[src/rtl/conv_lane_scheduler.sv]
// conv_lane_scheduler
//   Frame-level sequencer for a P-lane parallel convolver. It loads LENX input
//   samples into the x memories. It then steps P MAC lanes through
//   ceil(SIZE/P) output groups, where SIZE = LENX-LENF+1. For each group it
//   issues LENF taps, spends one tail cycle absorbing the 1-cycle read latency,
//   and makes one group write into the output buffer.
//
// Ports
//   clk, reset  : clock; asynchronous active-high reset
//   s_valid_x   : input sample valid
//   s_ready_x   : input ready (LOAD only)
//   x_wr_en     : x memory write strobe (handshake)
//   x_wr_addr   : x memory write address (load count)
//   x_rd_addr   : per-lane x read address, lane i at [i*ADDRX +: ADDRX]
//   f_rd_addr   : filter ROM tap address
//   clr_acc     : per-lane accumulator clear (first tap of a group)
//   en_acc      : per-lane accumulate enable (data of previous tap)
//   y_wr_en     : output buffer group write
//   y_wr_addr   : group base index
//   y_wr_mask   : lanes holding a valid result in this group
//   y_ready     : output buffer can accept a group
//   frame_done  : 1-cycle pulse with the last group write of a frame
module conv_lane_scheduler #(
  parameter int LENX  = 8,
  parameter int LENF  = 4,
  parameter int P     = 2,
  parameter int ADDRX = 3,
  parameter int ADDRF = 2,
  parameter int ADDRY = 3
) (
  input  logic               clk,
  input  logic               reset,
  input  logic               s_valid_x,
  output logic               s_ready_x,
  output logic               x_wr_en,
  output logic [ADDRX-1:0]   x_wr_addr,
  output logic [P*ADDRX-1:0] x_rd_addr,
  output logic [ADDRF-1:0]   f_rd_addr,
  output logic [P-1:0]       clr_acc,
  output logic [P-1:0]       en_acc,
  output logic               y_wr_en,
  output logic [ADDRY-1:0]   y_wr_addr,
  output logic [P-1:0]       y_wr_mask,
  input  logic               y_ready,
  output logic               frame_done
);

  localparam int SIZE = LENX - LENF + 1;
  // One extra bit so base can step past SIZE without wrapping.
  localparam int CW   = ADDRX + 1;

  typedef enum logic [1:0] {
    S_LOAD,
    S_ISSUE,
    S_TAIL,
    S_WRITE
  } state_t;

  state_t           state_q, state_d;
  logic [CW-1:0]    cnt_q, cnt_d;
  logic [CW-1:0]    base_q, base_d;
  logic [ADDRF-1:0] k_q, k_d;

  logic [P-1:0]     mask;
  logic [CW-1:0]    base_next;
  logic             last_group;

  assign base_next  = base_q + CW'(P);
  assign last_group = (base_next >= CW'(SIZE));

  // Lane i holds a real output only while base+i is inside the result range.
  always_comb begin
    mask = '0;
    for (int unsigned i = 0; i < P; i++) begin
      mask[i] = ((base_q + CW'(i)) < CW'(SIZE));
    end
  end

  // State register
  always_ff @(posedge clk or posedge reset) begin
    if (reset) begin
      state_q <= S_LOAD;
      cnt_q   <= '0;
      base_q  <= '0;
      k_q     <= '0;
    end else begin
      state_q <= state_d;
      cnt_q   <= cnt_d;
      base_q  <= base_d;
      k_q     <= k_d;
    end
  end

  // Next-state logic
  always_comb begin
    state_d = state_q;
    cnt_d   = cnt_q;
    base_d  = base_q;
    k_d     = k_q;
    unique case (state_q)
      S_LOAD: begin
        if (s_valid_x) begin
          if (cnt_q == CW'(LENX - 1)) begin
            state_d = S_ISSUE;
            cnt_d   = '0;
            base_d  = '0;
            k_d     = '0;
          end else begin
            cnt_d = cnt_q + CW'(1);
          end
        end
      end
      S_ISSUE: begin
        // k stays at the last tap so TAIL keeps presenting the same addresses.
        if (k_q == ADDRF'(LENF - 1)) begin
          state_d = S_TAIL;
        end else begin
          k_d = k_q + ADDRF'(1);
        end
      end
      S_TAIL: begin
        state_d = S_WRITE;
      end
      S_WRITE: begin
        if (y_ready) begin
          if (last_group) begin
            state_d = S_LOAD;
            cnt_d   = '0;
            base_d  = '0;
            k_d     = '0;
          end else begin
            state_d = S_ISSUE;
            base_d  = base_next;
            k_d     = '0;
          end
        end
      end
      default: begin
        state_d = S_LOAD;
        cnt_d   = '0;
        base_d  = '0;
        k_d     = '0;
      end
    endcase
  end

  // Output decode
  always_comb begin
    s_ready_x  = 1'b0;
    x_wr_en    = 1'b0;
    x_wr_addr  = '0;
    x_rd_addr  = '0;
    f_rd_addr  = '0;
    clr_acc    = '0;
    en_acc     = '0;
    y_wr_en    = 1'b0;
    y_wr_addr  = '0;
    y_wr_mask  = '0;
    frame_done = 1'b0;
    unique case (state_q)
      S_LOAD: begin
        s_ready_x = 1'b1;
        x_wr_en   = s_valid_x;
        x_wr_addr = cnt_q[ADDRX-1:0];
      end
      S_ISSUE, S_TAIL: begin
        f_rd_addr = k_q;
        for (int unsigned i = 0; i < P; i++) begin
          if (mask[i]) begin
            x_rd_addr[i*ADDRX +: ADDRX] = ADDRX'(base_q + CW'(i) + CW'(k_q));
          end
        end
        if (state_q == S_TAIL) begin
          en_acc = mask;
        end else if (k_q == '0) begin
          clr_acc = '1;
        end else begin
          // Read data for tap k-1 arrives while tap k is issued.
          en_acc = mask;
        end
      end
      S_WRITE: begin
        y_wr_en    = y_ready;
        y_wr_addr  = ADDRY'(base_q);
        y_wr_mask  = mask;
        frame_done = y_ready & last_group;
      end
      default: begin
        s_ready_x = 1'b0;
      end
    endcase
  end

endmodule

[config.mk]
export PLATFORM = sky130hd
export DESIGN_NAME = conv_lane_scheduler
export DESIGN_NICKNAME = d
export VERILOG_FILES = /design/src/rtl/conv_lane_scheduler.sv
export SDC_FILE = /design/constraint.sdc
export NUM_CORES = 1
export LEC_CHECK = 0
export CORE_UTILIZATION = 40
export CTS_CLUSTER_SIZE = 24
export DETAILED_ROUTE_END_ITERATION = 10
export GPL_TIMING_DRIVEN = 0
export PLACE_DENSITY_LB_ADDON = 0.2
export SYNTH_ARGS = -nofsm -noshare
export SYNTH_HDL_FRONTEND = slang
export SYNTH_SLANG_ARGS = --single-unit
[constraint.sdc]
create_clock -name clk -period 3.3 [get_ports clk]
set_input_delay 0.495 -clock clk [delete_from_list [all_inputs] [get_ports clk]]
set_output_delay 0.495 -clock clk [all_outputs]
set_load 0.01 [all_outputs]
==> impl_metrics.env <==
export IMPL_status="complete, no violations"
export IMPL_worstPathArrival_ps=2200
export IMPL_min_period_ps=2700
export IMPL_cts_setup_buffers=0
export IMPL_synth_top_area_share_pct=28.6
export IMPL_routedWlPerCell_um=12.0
export IMPL_dp_hpwl_um=1590
export IMPL_crit_start="state_q[1]"
export IMPL_slew_violations=0
export IMPL_fp_dieArea_um2=2610
export IMPL_via_per_inst=4.93
export IMPL_nFillCells=223
export IMPL_drtIter0Drc=6
export IMPL_synth_fp_nets=118
export IMPL_cts_tree="yes"
export IMPL_synth_edf_count=0
export IMPL_final_period_utilization_pct=81.8
export IMPL_synth_compound_area_share_pct=15.1
export IMPL_ios=28
export IMPL_routed_wl_um=1930
export IMPL_vias=793
export IMPL_clock_path_buffers=2
export IMPL_fp_dieW_um=51.0
export IMPL_synth_top_family_by_area="simple AND/OR/NAND/NOR gates"
export IMPL_netlist_instances=103
export IMPL_slowest_delay_ps=550
export IMPL_ctsHoldBuffers=0
export IMPL_yosysSeqAreaShare_pct=28.6
export IMPL_remaining_drc_errors=0
export IMPL_crit_slowest_cell="clkdlybuf4s50_1"
export IMPL_synth_mux_area_share_pct=3.64
export IMPL_cap_violations=0
export IMPL_grt_pass1_wl_um=3250
export IMPL_grt_usage_pct=16.8
export IMPL_worstReg2RegStart="state_q[0]"
export IMPL_critPathCaptureType="output port"
export IMPL_grt_overflow=0
export IMPL_n_antenna_cell=0
export IMPL_synth_main_ff_cell="dfrtp_1"
export IMPL_port_buffers=26
export IMPL_synth_area_per_cell_um2=9.34
export IMPL_cp_cell_sequence="inv_1 -> ha_1 -> nand2b_1 -> or2_2 -> nor2_1 -> clkdlybuf4s50_1"
export IMPL_clockRootBuffer="clkbuf_4"
export IMPL_setup_worst_path_start_class="flip-flop"
export IMPL_syn_area_um2=962
export IMPL_synthArstFlopShare_pct=100
export IMPL_clock_latency_ps=270
export IMPL_synthAdderAreaFrac_pct=15.9
export IMPL_place_congestion=0.776
export IMPL_yosysTopAreaCell="dfrtp_1"
export IMPL_cts_resized=0
export IMPL_crit_path_end="en_acc[1]"
export IMPL_coreArea_um2=2230
export IMPL_grt_pass1_vias=752
export IMPL_hold_path_class="in -> async"
export IMPL_cts_max_level=1
export IMPL_power_leakage_nw=0.592
export IMPL_fp_row_count=17
export IMPL_fin_skew_ps=0.640
export IMPL_reg2reg_depth=6
export IMPL_max_freq_mhz=370
export IMPL_path_max_fanout=5
export IMPL_dpl_cell_area_um2=1260
export IMPL_path_clk_slew_ps=70
export IMPL_finalHoldViolCount=0
export IMPL_cts_buffers=3
export IMPL_antenna_found_initial=0
export IMPL_path_delay_family="buffers and inverters"
export IMPL_firstDrtPassIters=4
export IMPL_area_delta_synth_final_pct=33.4
export IMPL_final_nets=149
export IMPL_yosys_warnings=0
export IMPL_fin_util_pct=57.5
export IMPL_die_h_um=51.0
export IMPL_netlist_cell_type_count=35
export IMPL_crit_buf_inv=2
export IMPL_rsz0062_at_grt="false"
export IMPL_critPathKind="reg -> out"
export IMPL_ys_top_cells_by_area="dfrtp_1 29%, ha_1 12%, and2_1 7.8%, fa_1 4.2%, nor2_1 3.9%"
export IMPL_reg2reg_to="base_q[1]"
export IMPL_antenna_left=0
export IMPL_setup_violations_final=0
export IMPL_fin_tns_setup_ps=0
export IMPL_grt_max_degree=12
export IMPL_synth_xor_xnor_area_share_pct=1.82
export IMPL_cts_sinks=11
export IMPL_ys_ff_latch=11
export IMPL_reg2reg_slack_ps=1430
export IMPL_worstSetupPathDepth=6
export IMPL_initial_core_util_pct=43.1
export IMPL_required_ps=2800
export IMPL_powerDensity_nw_per_um2=968
export IMPL_ir_drop_mv=0.654
export IMPL_synth_simple_area_share_pct=29.1
export IMPL_design_area_um2=1280
export IMPL_drive_above_1_share_pct=10.5
==> worst register-to-register path, cell delays in order (launching register included) <==
cell,delay (ps)
dfrtp_1,400
inv_1,140
ha_1,410
nor2b_4,300
a211oi_2,90
nor2b_4,160
mux2_4,250
==> Yosys cell counts, types with 2 or more instances <==
cell / instances
and2_1: 12
dfrtp_1: 11
nor2_1: 10
ha_1: 9
inv_1: 7
nand2_1: 6
a21o_1: 4
a21oi_1: 3
nand2b_1: 3
nor2b_1: 3
a22o_1: 2
buf_4: 2
clkbuf_1: 2
conb_1: 2
fa_1: 2
mux2i_1: 2
nand3_1: 2
nor2b_4: 2
o21ai_1: 2
o2bb2ai_1: 2
==> sequential cells by signal (all words and copies together), names as in the netlist <==
register,cells
cnt_q,4
base_q,3
k_q,2
state_q,2
==> worst min path at each step <==
stage	endpoint	cells past startpoint	slack, ps
final	cnt_q[2]	2	510
after global routing	base_q[3]	1	570
after CTS	k_q[0]	2	530
after detailed placement	base_q[3]	1	540
after global placement	cnt_q[3]	1	530
after floorplan	base_q[1]	1	350
==> metrics by stage <==
| step | instances | power [mW] | hold slack [ps] | worst slack (ps) |
|---|---|---|---|---|
| floorplan | 103 | 0.790 | 347 | 1490 |
| global placement | 157 | 1.14 | 526 | 884 |
| detailed placement | 157 | 1.16 | 541 | 882 |
| CTS | 161 | 1.26 | 526 | 571 |
| global route | 161 | 1.36 | 567 | 461 |
| finish | 161 | 1.24 | 513 | 600 |
==> metal layers <==
layer	track usage, %	part of all wire, %	vias up
met1	20.5	47	376
met5	0	0	-
met2	28.9	49	9
li1	-	-	403
met4	4.17	1.0	0
met3	4.46	3.2	5
==> placed cells by master, fill, tap and decap left out, drive strengths merged, types with 2 or more instances in the layout <==
cell	instances
a21o	4
a21oi	3
a22o	2
and2	13
buf	2
clkbuf	6
clkdlybuf4s50	26
conb	2
dfrtp	11
fa	2
ha	9
inv	7
mux2i	2
nand2	6
nand2b	3
nand3	2
nor2	10
nor2b	5
nor3	2
o21ai	2
o2bb2ai	2
==> power by group <==
group          switching (mW)  leakage, nW  internal [mW]
Combinational           0.439        0.440          0.483
Clock                  0.0455       0.0150         0.0469
Sequential             0.0502        0.137          0.178
Total                   0.535        0.592          0.708
==> final cells by class <==
class,instances,area (um2),area share [%]
Timing Repair Buffer,26,260,20.3
Clock buffer,4,26.3,2.05
Multi-Input combinational cell,81,638,49.7
Inverter,7,26.3,2.05
Tap cell,28,35.0,2.73
Buffer,4,22.5,1.75
Sequential cell,11,275,21.4
==> cells by family (layout without fill, tap and decap cells) <==
family,Yosys count,in the layout
buf+inv,11,41
other cells,2,2
compound gates,17,17
simple gates,46,46
fa+ha+maj,11,11
xor+xnor,2,2
mux,3,3
flops,11,11
Power figures use the tool's default switching activity.
